## config.mk

```make
export PLATFORM = sky130hd
export DESIGN_NAME = log2_fx
export DESIGN_NICKNAME = d
export VERILOG_FILES = /design/src/rtl/log2_fx.sv
export SDC_FILE = /design/constraint.sdc
export NUM_CORES = 1
export LEC_CHECK = 0
export CAP_MARGIN = 20
export CORE_ASPECT_RATIO = 0.75
export CORE_MARGIN = 4
export CORE_UTILIZATION = 60
export DETAILED_ROUTE_END_ITERATION = 16
export PLACE_DENSITY = 0.76
export SLEW_MARGIN = 20
export SYNTH_ARGS = -nofsm -noshare
export SYNTH_HDL_FRONTEND = slang
export SYNTH_SLANG_ARGS = --single-unit
```

## constraint.sdc

```tcl
create_clock -name clk -period 10.4 [get_ports clk]
set_input_delay 2.08 -clock clk [delete_from_list [all_inputs] [get_ports clk]]
set_output_delay 2.08 -clock clk [all_outputs]
set_load 0.01 [all_outputs]
```

## src/rtl/log2_fx.sv

```systemverilog
// Sequential fixed-point log2: priority-encode the integer part, then
// produce fraction bits MSB first by repeated squaring of the mantissa.
// Ports:
//   clk      - rising-edge clock
//   reset    - async active-low reset
//   h        - start request, sampled only while idle
//   in       - unsigned operand, captured on the accepting edge
//   out      - log2(in) as INT_W.FRAC_W unsigned fixed point
//   flag     - one-cycle result-valid pulse
//   busy     - high whenever not idle
//   zero_err - operand was zero, qualified by flag
module log2_fx #(
  parameter  int IN_W    = 8,
  parameter  int FRAC_W  = 5,
  parameter  int GUARD_W = 4,
  localparam int INT_W   = ($clog2(IN_W) < 1) ? 1 : $clog2(IN_W),
  localparam int OUT_W   = INT_W + FRAC_W
) (
  input  logic              clk,
  input  logic              reset,
  input  logic              h,
  input  logic [IN_W-1:0]   in,
  output logic [OUT_W-1:0]  out,
  output logic              flag,
  output logic              busy,
  output logic              zero_err
);

  // mantissa is 1.f with MF fraction bits
  localparam int MF    = IN_W - 1 + GUARD_W;
  localparam int MW    = MF + 1;
  localparam int CNT_W = $clog2(FRAC_W + 1);

  localparam logic [1:0] IDLE = 2'd0;
  localparam logic [1:0] NORM = 2'd1;
  localparam logic [1:0] SQR  = 2'd2;
  localparam logic [1:0] DONE = 2'd3;

  logic [1:0]       state;
  logic [IN_W-1:0]  opnd;
  logic [MW-1:0]    m;
  logic [CNT_W-1:0] cnt;
  logic [INT_W-1:0] int_r;
  logic [FRAC_W-1:0] frac_r;
  logic             zero_r;
  logic [OUT_W-1:0] out_r;

  logic [INT_W-1:0] msb;
  logic [INT_W-1:0] shamt;
  logic [IN_W-1:0]  norm;
  logic [2*MW-1:0]  mx;
  logic [2*MW-1:0]  prod;
  logic [MW:0]      sq;
  logic             bit_nx;
  logic [MW-1:0]    m_nx;
  logic [FRAC_W-1:0] frac_nx;
  logic             last;

  always_comb begin
    msb = '0;
    for (int i = 0; i < IN_W; i++)
      if (opnd[i]) msb = INT_W'(i);
  end

  assign shamt = INT_W'(IN_W - 1) - msb;
  assign norm  = opnd << shamt;

  // square keeps only MF fraction bits; sq holds values in [1,4)
  assign mx   = {{MW{1'b0}}, m};
  assign prod = mx * mx;
  assign sq   = (MW+1)'(prod >> MF);

  assign bit_nx  = sq[MW];
  assign m_nx    = bit_nx ? sq[MW:1] : sq[MW-1:0];
  assign frac_nx = FRAC_W'({frac_r, bit_nx});
  assign last    = (cnt == CNT_W'(FRAC_W - 1));

  always_ff @(posedge clk or negedge reset) begin
    if (!reset) begin
      state  <= IDLE;
      opnd   <= '0;
      m      <= '0;
      cnt    <= '0;
      int_r  <= '0;
      frac_r <= '0;
      zero_r <= 1'b0;
      out_r  <= '0;
    end else begin
      unique case (state)
        IDLE: begin
          if (h) begin
            opnd  <= in;
            state <= NORM;
          end
        end
        NORM: begin
          cnt    <= '0;
          frac_r <= '0;
          if (opnd == '0) begin
            zero_r <= 1'b1;
            out_r  <= '0;
            state  <= DONE;
          end else begin
            zero_r <= 1'b0;
            int_r  <= msb;
            m      <= MW'(norm) << GUARD_W;
            state  <= SQR;
          end
        end
        SQR: begin
          m      <= m_nx;
          frac_r <= frac_nx;
          cnt    <= cnt + CNT_W'(1);
          if (last) begin
            out_r <= {int_r, frac_nx};
            state <= DONE;
          end
        end
        DONE:    state <= IDLE;
        default: state <= IDLE;
      endcase
    end
  end

  assign out      = out_r;
  assign flag     = (state == DONE);
  assign busy     = (state != IDLE);
  assign zero_err = flag & zero_r;

endmodule
```

======== Word-level counts from Yosys, hierarchy flattened ========
Cells that the tools add are included.
storage, ports and cells
  register bits after elaboration ......... 41
  input bits .............................. 11
  output and inout port bits .............. 11
  logic and storage cells ................. 51
operators by class
  add/subtract/negate cells ............... 2
  multipliers ............................. 1
  equality and inequality tests ........... 8
  shift operators ......................... 1
  muxes and demuxes ....................... 20
  bitwise gates (word level) .............. 2
  reduce and logical (&&, ||, !) cells .... 9
operator list
  operator                                                          number
  12-bit by 12-bit multiplier with 24-bit output                    1
  12-bit two-way mux                                                2
  12-bit one-hot mux with 2 select lines                            1
  8-bit two-way mux                                                 2
  8-bit one-hot mux with 2 select lines                             1
  3-bit two-way mux                                                 4
  8-bit logical NOT                                                 1
  2-bit two-way mux                                                 4
  2-bit != test (second input constant)                             4
  2-bit one-hot mux with 4 select lines                             1
  4-bit one-hot mux with 2 select lines                             1
  2-bit AND reduction                                               4
  8-bit by 3-bit << shifter with 8-bit output                       1
  3-bit one-hot mux with 2 select lines                             1
  2-bit == test (second input constant)                             2
  2-bit nonzero test                                                2
  3-bit by 1-bit adder with 3-bit output (second input constant)    1
  3-bit == test (second input constant)                             1
  1-bit two-way mux                                                 3
  3-bit AND reduction                                               1
  3-bit subtractor (first input constant)                           1
  2-bit by 1-bit == test with 1-bit output (second input constant)  1
  2-bit logical NOT                                                 1
  1-bit bitwise AND                                                 1
  1-bit NOT                                                         1

======== Depth between registers and ports, before layout ========
  word-level depth ........................ 11
  gate-level depth with buffers ........... 23
  mapped depth without buffers ............ 22

======== Least setup slack after synthesis ========
Ideal clock, no wire load.
  path type ............................... reg-to-reg
  start ................................... reg m[3]
  end ..................................... reg m[0]
  arrival ................................. 5348 ps
  path slack .............................. 4949 ps
  stages on the path, launching flop included .. 22
  buffers on the path ..................... 1
  period minus slack after synthesis ...... 5451 ps
  cell sequence ........................... dfrtp_1 clkbuf_1 nand2_1 inv_1 fa_1 fa_1 inv_1 fa_1 inv_1 fa_1 inv_1 fa_1 inv_1 ha_1 a211o_1 and3b_1 a211oi_2 mux2i_2 nand2_2 mux2i_1 nor2_1 o41ai_2
on the way
  word-level cells in the longest chain between the ends .. 3
RTL lines
  what                                            line  text
  start: declaration                              41    logic [MW-1:0] m;
  start signal: assignment                        106   m <= MW'(norm) << GUARD_W;
  start signal: assignment                        111   m <= m_nx;
  12-bit by 12-bit multiplier with 24-bit output  70    assign prod = mx * mx;
  12-bit two-way mux                              74    assign m_nx = bit_nx ? sq[MW:1] : sq[MW-1:0];
  12-bit one-hot mux with 2 select lines          89    unique case (state)
No other way between the ends.
A chain may end at the register's enable or synchronous reset.

======== Worst setup path after layout ========
  start ................................... reg m[4]
  end ..................................... reg m[0]
The elaborated chain is that of the path after synthesis.

==> out/metrics.yaml <==
status:
  status: "finished, final reports clean"
setup_path:
  crit_buf_inv: 6
  path_class: "reg -> reg"
  path_common_cell: "inv_1"
  cp_slowest_cell: "dfrtp_1"
  arrival_ps: 6430
  crit_path_start_kind: "register"
  path_max_fanout: 15
  critPathMaxStageDelay_ps: 720
  required_ps: 10580
  path_cells: "inv_1, nor2_1, inv_1, fa_1, inv_1, ha_1, a21oi_1, fa_1, inv_1, fa_1, inv_1, fa_1, inv_1, ha_1, and2_1, o2111ai_1, a211oi_2, mux2i_2, nand2_2, mux2i_1, nor2_1, o41ai_2"
  crit_path_end_kind: "register"
  crit_family: "adder cells"
route:
  drt-initial-drc-count: 320
  drc: 0
  routed_via_density: 5.69
  ant_nets: 0
  wl_microns: 13600
  drt-pass1-iter-count: 5
  avgRoutedWirePerCell_microns: 15.9
  route.vias.total: 4855
global_routing:
  grt_pass1_wl_microns: 23900
  grt.overflow.total: 0
  grt_pass1_vias: 5030
  grt_start_max_net_pins: 42
  antenna_found_initial: 0
  grt_usage_pct: 24.3
die:
  rows: 31
  io_pins: 22
  fp.dieW_microns: 126
  initial_core_util_pct: 63.1
  dieArea_sq_um: 12200
  core-area_sq_um: 9930
  die_h_microns: 96.5
cts:
  clock_path_buffers: 2
  cts_tree: "done"
  insertion_delay_ps: 280
  root_buffer: "clkbuf_16"
  postCtsSetupBuffers: 0
  cts_resized: 0
  path_clk_slew_ps: 50
  ctsHoldBuffers: 0
  cts_buffers: 5
  cts_sinks: 41
  cts.htree.levels: 2
finish:
  layout-drive-gt1-share_pct: 4.99
  diodes: 0
  mostFrequentLayoutCells: "inv_1, fa_1, ha_1"
  areaGrowthSynthToFinish_pct: 6.57
  final_nets: 876
  layout_commonest_cell: "inv_1"
  final_util_pct: 67.2
place:
  hpwl_microns: 10900
  port_buffers: 21
  gp_congestion: 0.972
sta:
  min_period_over_period_pct: 60.1
  final-hold-violation-count: 0
  holdWs_ps: 519
  max_freq_ghz: 0.160
  setup_tns_ps: 0
  setup_violations: 0
  period_needed_ps: 6250
  fin_skew_ps: 6.14
  max-slew-margin-rel_pct: 31.4
  tightest_slew_ps: 1030
  rsz0062_at_grt: "no"
  drv_slew: 0
synth:
  syn_area_sq_um: 6260
  synth_cell_type_count: 63
  yosysSeqAreaShare_pct: 16.4
  ys_ff_latch: 41
  synth-main-ff-cell: "dfrtp_1"
  netlist.area_leader.share_pct: 25.6
  synthTopCellsByArea: "fa_1, dfrtp_1, ha_1"
  yosys.area.top_type: "fa_1"
  async_reset_ff_share_pct: 100
  avgSynthCellArea_sq_um: 8.73
  yosys_warnings: 0
  synth-edff-count: 0
  synth_nets: 872
  synth_cells: 717
min_path:
  worstHoldPathType: "reg -> reg"
run:
  drv_cap: 0
==> kinds of logic after synthesis <==
group,after synthesis,synth area share (%)
DFF,41,16.4
buffers and inverters,187,11.3
muxes,24,4.12
and+or+nand+nor,176,13.9
xor gates and xnor gates,18,2.52
AOI/OAI and AO/OA,127,13.3
adders and majority gates,144,38.4
==> flip-flops by register name (all words and copies together) (netlist names) <==
| signal | flops |
|---|---|
| m | 12 |
| opnd | 8 |
| out | 8 |
| frac_r | 4 |
| cnt | 3 |
| int_r | 3 |
| state | 2 |
| zero_r | 1 |
==> Yosys cell counts (3+ instances only) <==
cell type	n
nor3_1	9
o31ai_1	6
ha_1	64
xor2_1	7
a21boi_0	4
nand2b_1	4
or2_2	5
o21ai_0	33
fa_1	80
o211ai_1	3
and2_1	38
nand4_1	7
inv_1	162
clkbuf_1	20
nor2_1	26
mux2_2	11
a31oi_1	3
dfrtp_1	41
mux2i_1	12
a22oi_1	5
a211oi_1	4
a21oi_1	34
xnor2_1	11
o21ai_1	4
a21o_1	5
and3_1	3
nand3_1	13
nand2_1	61
==> per-stage QoR <==
step	area (sq um)	setup WS [ps]	cells
5_1_grt	6670	3780	854
2_1_floorplan	6260	4950	717
3_3_place_gp	6530	4300	846
6_report	6670	4150	854
3_5_place_dp	6530	4200	846
4_1_cts	6670	4200	854
==> worst paths after layout <==
check	slack, ps	cells past startpoint	from	endpoint
worst max-delay path	4150	22	m[4]$_DFFE_PN0P_	m[0]$_DFFE_PN0P_
worst min-delay path	520	1	out[0]$_DFFE_PN0P_	out[0]$_DFFE_PN0P_
worst max register to register	4150	22	m[4]$_DFFE_PN0P_	m[0]$_DFFE_PN0P_
worst min register to register	520	1	out[0]$_DFFE_PN0P_	out[0]$_DFFE_PN0P_
max in group asynchronous	7880	1	reset	m[8]$_DFFE_PN0P_
min in group asynchronous	1930	1	reset	out[1]$_DFFE_PN0P_
==> cell type report <==
| class | count | area [sq um] |
|---|---|---|
| Sequential cell | 41 | 1030 |
| Tap cell | 132 | 165 |
| Clock inverter | 2 | 10.0 |
| Clock buffer | 6 | 129 |
| Inverter | 163 | 612 |
| Timing Repair Buffer | 21 | 205 |
| Fill cell | 820 | 3260 |
| Multi-Input combinational cell | 489 | 4530 |
==> metal layers <==
layer	GRT usage [%]	wire, microns	vias to the layer above
met1	35.5	6500	2408
li1	-	-	2306
met3	3.19	639	20
met5	0	0	-
met2	39.3	6300	121
met4	4.82	165	0
Power is not shown: default switching activity piles up to over one toggle a cycle in this logic, so the estimate is an artifact.
